### config.mk
export PLATFORM = sky130hd
export DESIGN_NAME = phy_tx_serializer
export DESIGN_NICKNAME = d
export VERILOG_FILES = /design/src/rtl/phy_tx_serializer_pkg.sv /design/src/rtl/phy_tx_lane.sv /design/src/rtl/phy_tx_serializer.sv
export SDC_FILE = /design/constraint.sdc
export NUM_CORES = 1
export LEC_CHECK = 0
export BUFFER_PORTS_ARGS = -buffer_cell sky130_fd_sc_hd__buf_2
export CAP_MARGIN = 10
export CORE_ASPECT_RATIO = 0.5
export CORE_MARGIN = 2
export CORE_UTILIZATION = 30
export CTS_BUF_LIST = sky130_fd_sc_hd__clkbuf_8
export CTS_CLUSTER_DIAMETER = 30
export CTS_CLUSTER_SIZE = 8
export DETAILED_ROUTE_END_ITERATION = 7
export PLACE_DENSITY_LB_ADDON = 0.05
export SLEW_MARGIN = 20
export SYNTH_ARGS = -nofsm -noshare
export SYNTH_HDL_FRONTEND = slang
export SYNTH_HIERARCHICAL = 1
export SYNTH_SLANG_ARGS = --single-unit
### constraint.sdc
create_clock -name clk_8f -period 2.3 [get_ports clk_8f]
set_input_delay 0.345 -clock clk_8f [delete_from_list [all_inputs] [get_ports clk_8f]]
set_output_delay 0.345 -clock clk_8f [all_outputs]
set_load 0.05 [all_outputs]
### src/rtl/phy_tx_serializer_pkg.sv
// -----------------------------------------------------------------------------
// phy_tx_serializer_pkg
// Shared PHY definitions used by the transmit serializer and the receive side:
//   COMMA_DEFAULT          - idle / sync word sent during preamble and idle slots
//   PREAMBLE_WORDS_DEFAULT - number of comma words sent after reset
//   NUM_LANES              - number of parallel serial lanes
//   tx_state_t             - serializer FSM state encoding
// -----------------------------------------------------------------------------
package phy_tx_serializer_pkg;

  localparam logic [7:0] COMMA_DEFAULT          = 8'hBC;
  localparam int         PREAMBLE_WORDS_DEFAULT = 4;
  localparam int         NUM_LANES              = 2;

  typedef enum logic {
    ST_PREAMBLE = 1'b0,
    ST_ACTIVE   = 1'b1
  } tx_state_t;

endpackage

### src/rtl/phy_tx_lane.sv
// -----------------------------------------------------------------------------
// phy_tx_lane
// One serial lane: 8-bit shift register plus the word-boundary load mux.
// Ports:
//   clk      - bit-rate clock
//   rst      - asynchronous active-high reset (register returns to COMMA)
//   advance  - 1 = shift/load this cycle, 0 = hold
//   boundary - current bit is the last of the word; load instead of shift
//   take     - at a boundary, load data (1) or COMMA (0)
//   data     - parallel byte to load
//   out      - serial bit, MSB first
// -----------------------------------------------------------------------------
module phy_tx_lane
  import phy_tx_serializer_pkg::*;
#(
  parameter logic [7:0] COMMA = COMMA_DEFAULT
) (
  input  logic       clk,
  input  logic       rst,
  input  logic       advance,
  input  logic       boundary,
  input  logic       take,
  input  logic [7:0] data,
  output logic       out
);

  logic [7:0] sr_reg;
  logic [7:0] sr_next;

  always_comb begin
    sr_next = sr_reg;
    if (advance) begin
      if (boundary) begin
        sr_next = take ? data : COMMA;
      end else begin
        sr_next = {sr_reg[6:0], 1'b0};
      end
    end
  end

  always_ff @(posedge clk or posedge rst) begin
    if (rst) begin
      sr_reg <= COMMA;
    end else begin
      sr_reg <= sr_next;
    end
  end

  assign out = sr_reg[7];

endmodule

### src/rtl/phy_tx_serializer.sv
// -----------------------------------------------------------------------------
// phy_tx_serializer
// Two-lane byte-to-bit serializer. After reset it sends PREAMBLE_WORDS comma
// words on both lanes, then accepts one byte per lane per word slot. Lanes
// share one bit counter so their words stay aligned.
// Ports:
//   clk_8f     - bit-rate clock
//   reset      - asynchronous active-high reset
//   enable     - 1 = advance serialization, 0 = freeze all state
//   data_in_0/valid_in_0, data_in_1/valid_in_1 - per-lane parallel input
//   ready      - byte-load strobe, common to both lanes
//   out_0/out_1 - serial bits, MSB first
//   tx_active  - high once the preamble has been sent
// -----------------------------------------------------------------------------
module phy_tx_serializer
  import phy_tx_serializer_pkg::*;
#(
  parameter logic [7:0] COMMA          = COMMA_DEFAULT,
  parameter int         PREAMBLE_WORDS = PREAMBLE_WORDS_DEFAULT
) (
  input  logic       clk_8f,
  input  logic       reset,
  input  logic       enable,
  input  logic [7:0] data_in_0,
  input  logic       valid_in_0,
  input  logic [7:0] data_in_1,
  input  logic       valid_in_1,
  output logic       ready,
  output logic       out_0,
  output logic       out_1,
  output logic       tx_active
);

  // pre_cnt value during the last preamble word; that word's boundary is the
  // first load slot.
  localparam logic [1:0] PRE_LAST = 2'(PREAMBLE_WORDS - 1);

  tx_state_t  state_reg, state_next;
  logic [2:0] bit_cnt_reg, bit_cnt_next;
  logic [1:0] pre_cnt_reg, pre_cnt_next;
  logic       boundary;
  logic       ready_int;

  logic [7:0]           lane_data  [NUM_LANES];
  logic [NUM_LANES-1:0] lane_valid;
  logic [NUM_LANES-1:0] lane_out;

  assign boundary = (bit_cnt_reg == 3'd7);

  always_ff @(posedge clk_8f or posedge reset) begin
    if (reset) begin
      state_reg   <= ST_PREAMBLE;
      bit_cnt_reg <= 3'd0;
      pre_cnt_reg <= 2'd0;
    end else begin
      state_reg   <= state_next;
      bit_cnt_reg <= bit_cnt_next;
      pre_cnt_reg <= pre_cnt_next;
    end
  end

  always_comb begin
    state_next   = state_reg;
    bit_cnt_next = bit_cnt_reg;
    pre_cnt_next = pre_cnt_reg;
    ready_int    = 1'b0;
    if (enable) begin
      // 3-bit counter wraps 7 -> 0 naturally at the word boundary.
      bit_cnt_next = bit_cnt_reg + 3'd1;
      if (boundary) begin
        unique case (state_reg)
          ST_PREAMBLE: begin
            if (pre_cnt_reg == PRE_LAST) begin
              ready_int  = 1'b1;
              state_next = ST_ACTIVE;
            end else begin
              pre_cnt_next = pre_cnt_reg + 2'd1;
            end
          end
          ST_ACTIVE: begin
            ready_int = 1'b1;
          end
          default: begin
            state_next = ST_PREAMBLE;
          end
        endcase
      end
    end
  end

  assign lane_data[0]  = data_in_0;
  assign lane_data[1]  = data_in_1;
  assign lane_valid[0] = valid_in_0;
  assign lane_valid[1] = valid_in_1;

  generate
    for (genvar gi = 0; gi < NUM_LANES; gi++) begin : g_lane
      phy_tx_lane #(
        .COMMA(COMMA)
      ) u_lane (
        .clk      (clk_8f),
        .rst      (reset),
        .advance  (enable),
        .boundary (boundary),
        .take     (ready_int & lane_valid[gi]),
        .data     (lane_data[gi]),
        .out      (lane_out[gi])
      );
    end
  endgenerate

  assign out_0     = lane_out[0];
  assign out_1     = lane_out[1];
  assign ready     = ready_int;
  assign tx_active = (state_reg == ST_ACTIVE);

endmodule
==> results by group, run 1 <==
Status
  – Status: complete, no violations

Finish
  – Share of layout cells above drive strength 1: 34.62%
  – Ant. Diodes: 0
  – Max FFs per register: 16
  – Final net count: 155
  – Area growth syn-to-layout: 18.79%
  – Non-Filler Instances: 181

Floorplanning
  – DIE AREA: 0.004240 mm^2
  – # rows: 15
  – Die height: 47.06 um
  – Core ar.: 0.003491 mm^2
  – Initial Util: 31.86%
  – Chip width: 90.11 um
  – IO Pins: 25

Worst hold path
  – Worst Hold Class: in -> async

STA
  – Final Max Tran Viols: 0
  – Final setup fails: 0
  – Final Hold Fails: 0
  – RSZ-0062 raised after global routing: false
  – Setup TNS: 0 ns
  – Relative slew slack: 62.78%
  – Final setup margin: 0.1236 ns
  – Max Clock Freq: 0.4595 GHz
  – Crit path time final: 2.176 ns
  – Fin crit share: 94.63%
  – Worst-Margin Slew: 0.5582 ns
  – Worst clock skew: 0.005440 ns

Power
  – P per Cell Area: 1039 mW/mm^2
  – Gate power share: 33.1%
  – Peak VDD IR: 0.2671 mV
  – Leak: 0.0006429 uW
  – NetSw: 463.0 uW
  – Sequential power share: 46.7%
  – Pint: 910.4 uW
  – Sw frac: 33.71%
  – Clk pwr share: 20.2%

Worst setup path
  – FF-to-FF End: g_lane[0].u_lane/sr_reg[6]$_DFFE_PP0P_
  – CP endpoint kind: primary output
  – Critical path class: reg -> out
  – CP max FO: 18
  – Crit path DAT: 1.83 ns
  – Worst setup endpoint: ready
  – R2R Setup Slk: 0.32 ns
  – Critical path launch point type: flop
  – R2R Path Start: bit_cnt_reg[0]$_DFFE_PP0P_
  – Worst setup path start: bit_cnt_reg[0]$_DFFE_PP0P_
  – CP required: 1.96 ns
  – Worst r2r path cells: 6

Synthesis
  – Post-synthesis sequential area ratio: 50.62%
  – Syn_area_per_cell: 10.70 um^2
  – Distinct cells, synth: 20
  – Synthesis warning total: 6
  – Post-synthesis cell area: 0.001112 mm^2
  – Synth Instances: 104
  – Number of synthesized register bits: 22
  – Syn nets: 128

Global route
  – First-pass GRT wire length: 3732 um
  – Overall global routing resource usage: 11.43%
  – Final global-route overflow total: 0
  – Largest net degree at the start of global routing: 24
  – Vias in the first global route: 752
  – Antenna violations before repair: 0

Clock tree
  – # resized after CTS: 0
  – CTS sink count: 22
  – Clk slew on worst S/H paths: 0.08 ns
  – Postcts setup bufs: 0
  – # hold bufs at CTS: 0
  – CTS Buffer Depth: 2
  – Clk Latency, worst-skew pair: 0.26 ns
  – Clock buffer count from CTS: 3
  – CTS H-Tree Depth: 1
  – CTS tree: done
  – CTS root buf: clkbuf_8

Routing
  – Post-route ant nets: 0
  – WL final: 2161 um
  – Initial DRT Pass Iterations: 4
  – Via count: 803
  – DR WL/cell: 11.94 um
  – Routed vias/inst: 4.436
  – Iteration-0 DRC count of the detailed router: 23
  – DRC violations left: 0

Placed design
  – GPL Wtd Cong: 0.6731
  – Dpl hpwl: 1539 um
  – DP Worst Slack: 0.3677 ns
  – Port Buf Inserts: 24
  – Placed Cells: 177

Job
  – Max-cap violations: 0
power by group through the flow:
| stage | combinational (uW) | clock [uW] | sequential [uW] |
|---|---|---|---|
| 6_report | 454 | 277 | 642 |
| 5_1_grt | 511 | 315 | 659 |
| 2_1_floorplan | 299 | 0 | 712 |
| 3_5_place_dp | 458 | 0 | 651 |
| 3_3_place_gp | 459 | 0 | 650 |
| 4_1_cts | 460 | 292 | 644 |
how the worst min path moves through the flow:
stage               startpoint                          to  slack, ns  depth (start not counted)
floorplan                reset  bit_cnt_reg[0]$_DFFE_PP0P_       0.14                          1
global route             reset  bit_cnt_reg[1]$_DFFE_PP0P_       0.02                          2
finish                   reset  bit_cnt_reg[2]$_DFFE_PP0P_      0.002                          2
detailed placement       reset  bit_cnt_reg[1]$_DFFE_PP0P_       0.30                          2
global placement         reset  bit_cnt_reg[1]$_DFFE_PP0P_       0.30                          2
CTS                      reset  bit_cnt_reg[1]$_DFFE_PP0P_      0.005                          2
per-layer routing:
layer | GRT usage [%] | routed length, um | up-vias
li1 | - | - | 417
met1 | 16.30 | 1138 | 366
met2 | 17.44 | 895 | 18
met3 | 4.334 | 119 | 2
met4 | 0.9231 | 8 | 0
met5 | 0 | 0 | -
cell families after synthesis:
family	after synthesis	synth area share, %
AOI/OAI and AO/OA	28	14.96
and+or+nand+nor	27	16.98
adders and majority gates	3	3.375
DFF	22	50.62
buffers and inverters	19	9.111
xor gates and xnor gates	2	1.575
muxes	3	3.374
cell type report:
cell class,count,area [um^2]
clock buffers,4,55.05
multi-input cells,63,447.9
well taps,51,63.81
repair buffers,26,135.1
flip-flops and latches,22,563.0
fillers,372,2170
inverters,15,56.30
Yosys cell counts:
library cell	number	area share [%]
o22ai_1	10	5.6
a31oi_1	4	2.2
nor2_1	4	1.3
and2_1	2	1.1
o21ai_0	12	5.4
buf_6	4	4.0
o211a_1	1	0.90
xor2_1	2	1.6
a31o_2	1	0.79
mux2_4	1	1.3
dfrtp_1	12	27
ha_1	3	3.4
nand2b_1	4	2.2
inv_1	15	5.1
mux2_2	2	2.0
and4bb_4	1	1.5
dfstp_2	10	24
nand3_1	4	1.8
nand4_1	2	1.1
and3b_1	10	7.9
critical path, stage by stage, from the launching register on:
cell and delay, ns:
dfrtp_1 0.38, ha_1 0.16, ha_1 0.50, o211a_1 0.26
buf_2 0.27
layout by cell type, fill, tap and decap left out:
cell	count
and2_1	2
mux2_4	1
nand3_1	4
clkbuf_8	4
ha_1	3
and3b_1	10
a31o_2	1
dfrtp_1	12
nand4_1	2
dfstp_2	10
and4bb_4	1
nor2_1	4
o22ai_1	10
mux2_2	2
buf_2	24
a31oi_1	4
o21ai_0	12
nand2b_1	4
o211a_1	1
inv_1	15
xor2_1	2
buf_4	2
per-stage QoR:
| step | area (um^2) | hold WS [ns] | utilization, % | total power, uW |
|---|---|---|---|---|
| 2_1_floorplan | 1112 | 0.1360 | - | 1011 |
| 3_3_place_gp | 1266 | 0.2992 | 36.27 | 1108 |
| 3_5_place_dp | 1266 | 0.2961 | 36.27 | 1109 |
| 4_1_cts | 1321 | 0.005427 | 37.85 | 1397 |
| 5_1_grt | 1321 | 0.01574 | 37.85 | 1484 |
| 6_report | 1321 | 0.001557 | 37.85 | 1373 |
(Power assumes the default switching activity.)
==> inputs of run 2 (changes only) <==
--- a/config.mk
+++ b/config.mk
@@ -18,5 +18,4 @@
 export SLEW_MARGIN = 20
 export SYNTH_ARGS = -nofsm -noshare
 export SYNTH_HDL_FRONTEND = slang
-export SYNTH_HIERARCHICAL = 1
 export SYNTH_SLANG_ARGS = --single-unit
==> run 2 against run 1 <==
Compared with the run above:
- die area is 6.1% lower
- critical endpoint unchanged
- clock-buffer cell count is 1 lower
- worst setup slack better by 0.18 ns
- critical path depth stayed put
==> results by group, run 2 <==
Worst setup path
  – Most frequent CP cell: ha_1
  – Critical path class: reg -> out
  – CP endpoint kind: primary output
  – CP max FO: 13
  – Critical path launch point type: flop
  – CP required: 1.96 ns
  – R2R Setup Slk: 0.60 ns
  – Slowest stage delay, CP: 0.40 ns
  – Crit path DAT: 1.65 ns
  – Crit-path cells: ha_1, ha_1, o211a_1, buf_2
  – Critical path's slowest cell: ha_1

Synthesis
  – Number of synthesized register bits: 22
  – Post-synthesis cell area: 0.001040 mm^2
  – Distinct cells, synth: 25
  – Synth Instances: 84
  – Post-synth top flop: dfrtp_1
  – Number of flops mapped to enable cells by yosys: 0
  – Dominant cells by area after synthesis: dfrtp_1, dfstp_2, o221a_2, a221oi_1, a221o_1
  – Leading area contributor after synthesis: dfrtp_1
  – Syn nets: 108
  – Post-synthesis sequential area ratio: 54.15%
  – Top cells by count, synth: dfrtp_1, dfstp_2, nor2_1, inv_1
  – Top-count cell post-synth: dfrtp_1
  – Synth top area share: 28.88%
  – Asr flop ratio synth: 100.0%
  – Synthesis warning total: 0
  – Syn_area_per_cell: 12.38 um^2

Global route
  – First-pass GRT wire length: 3443 um
  – Vias in the first global route: 718
  – Antenna violations before repair: 0
  – Largest net degree at the start of global routing: 31
  – Overall global routing resource usage: 11.52%
  – Final global-route overflow total: 0

Floorplanning
  – Initial Util: 30.78%
  – Chip width: 87.26 um
  – IO Pins: 25
  – Core ar.: 0.003378 mm^2
  – # rows: 15
  – DIE AREA: 0.003981 mm^2
  – Die height: 45.63 um

Finish
  – Leading cell type in the layout, fill and taps excluded: buf_2
  – Final net count: 133
  – Max FFs per register: 16
  – Share of layout cells above drive strength 1: 50.47%
  – Most frequent cells in the layout: buf_2, dfrtp_1, dfstp_2
  – Area growth syn-to-layout: 17.57%
  – Ant. Diodes: 0

Status
  – Status: complete, no violations

Worst hold path
  – Worst Hold Class: in -> async

Clock tree
  – CTS Buffer Depth: 2
  – # resized after CTS: 0
  – CTS H-Tree Depth: 1
  – Clk Latency, worst-skew pair: 0.26 ns
  – # hold bufs at CTS: 0
  – Clock buffer count from CTS: 3
  – Postcts setup bufs: 0
  – Clk slew on worst S/H paths: 0.07 ns
  – CTS root buf: clkbuf_8
  – CTS tree: done
  – CTS sink count: 22

STA
  – Relative slew slack: 42.74%
  – Crit path time final: 1.995 ns
  – Worst-Margin Slew: 0.8580 ns
  – Fin crit share: 86.73%
  – Final setup fails: 0
  – Setup TNS: 0 ns
  – Worst clock skew: 0.001465 ns
  – Hold_ws: 0.2567 ns
  – RSZ-0062 raised after global routing: false
  – Final Max Tran Viols: 0
  – Max Clock Freq: 0.5013 GHz
  – Final Hold Fails: 0

Power
  – Peak VDD IR: 0.3460 mV
  – P per Cell Area: 1099 mW/mm^2
  – Leak: 0.0005820 uW

Placed design
  – GPL Wtd Cong: 0.6599
  – Port Buf Inserts: 24
  – Dpl hpwl: 1508 um

Routing
  – DRC violations left: 0
  – Post-route ant nets: 0
  – Iteration-0 DRC count of the detailed router: 32
  – Initial DRT Pass Iterations: 4
  – Routed vias/inst: 4.987
  – DR WL/cell: 14.26 um
  – WL final: 2124 um
  – Via count: 743

Job
  – Max-cap violations: 0
run 2: cell count changes after synthesis, sizes merged, moves of 5 or more:
cell | before | now
inv | 15 | 8
and3b | 10 | 1
nor2 | 4 | 9
o22ai | 10 | 0
a221oi | 0 | 5
o21ai | 12 | 0
o221a | 0 | 5
or2 | 0 | 5
run 2: cell families after synthesis:
logic type                 Yosys count  share of synthesized area [%]
buffers and inverters               12                          5.896
xor gates and xnor gates             2                          1.685
AOI/OAI and AO/OA                   21                          20.10
muxes                                3                          3.249
DFF                                 22                          54.15
adders and majority gates            3                          3.610
and+or+nand+nor                     21                          11.31
run 2: layout make-up:
| class | count | area (um^2) |
|---|---|---|
| fill | 336 | 2156 |
| sequential | 22 | 563.0 |
| multi-input combinational | 50 | 415.4 |
| timing repair buffer | 24 | 120.1 |
| tap | 42 | 52.55 |
| clock buffer | 3 | 41.29 |
| inverter | 8 | 30.03 |
run 2: routing by layer:
metal | vias to the layer above | share of wire, % | wire length, um | GRT usage, %
met4 | 0 | 0.38 | 8 | 0.9231
li1 | 357 | - | - | -
met3 | 2 | 6.0 | 128 | 5.072
met2 | 20 | 46 | 981 | 19.39
met5 | - | 0 | 0 | 0
met1 | 364 | 47 | 1006 | 14.54
run 2: final timing paths:
path	from	end	depth (start not counted)
max reg2reg	bit_cnt_reg[0]$_DFFE_PP0P_	pre_cnt_reg[1]$_DFFE_PP0P_	4
min in group clk_8f	data_in_1[0]	g_lane[1].u_lane.sr_reg[0]$_DFFE_PP0P_	2
min	reset	g_lane[0].u_lane.sr_reg[6]$_DFFE_PP0P_	2
max in group asynchronous	reset	tx_active$_DFFE_PP0P_	2
max	bit_cnt_reg[0]$_DFFE_PP0P_	ready	4
min reg2reg	bit_cnt_reg[0]$_DFFE_PP0P_	bit_cnt_reg[0]$_DFFE_PP0P_	1
run 2: stage by stage:
| stage | instance area [um^2] | worst slack (ns) | util, % | cells | power [uW] |
|---|---|---|---|---|---|
| CTS | 1222 | 0.2801 | 36.19 | 149 | 1362 |
| global route | 1222 | 0.1812 | 36.19 | 149 | 1444 |
| floorplan | 1040 | 0.7277 | - | 84 | 1014 |
| global placement | 1181 | 0.6149 | 34.96 | 146 | 1098 |
| detailed placement | 1181 | 0.5822 | 34.96 | 146 | 1122 |
| finish | 1222 | 0.3052 | 36.19 | 149 | 1343 |
run 2: report_power, final:
group | switching (uW) | total [uW] | internal (uW)
combinational | 252 | 456 | 204
sequential | 84.4 | 654 | 570
clock | 116 | 233 | 117
run 2: worst max-delay path: cells and delay by family, from the launching register on:
family | cells | cell delay (ns)
adders and majority gates | 2 | 0.56
DFF | 1 | 0.37
buffers and inverters | 1 | 0.25
AOI/OAI and AO/OA | 1 | 0.21
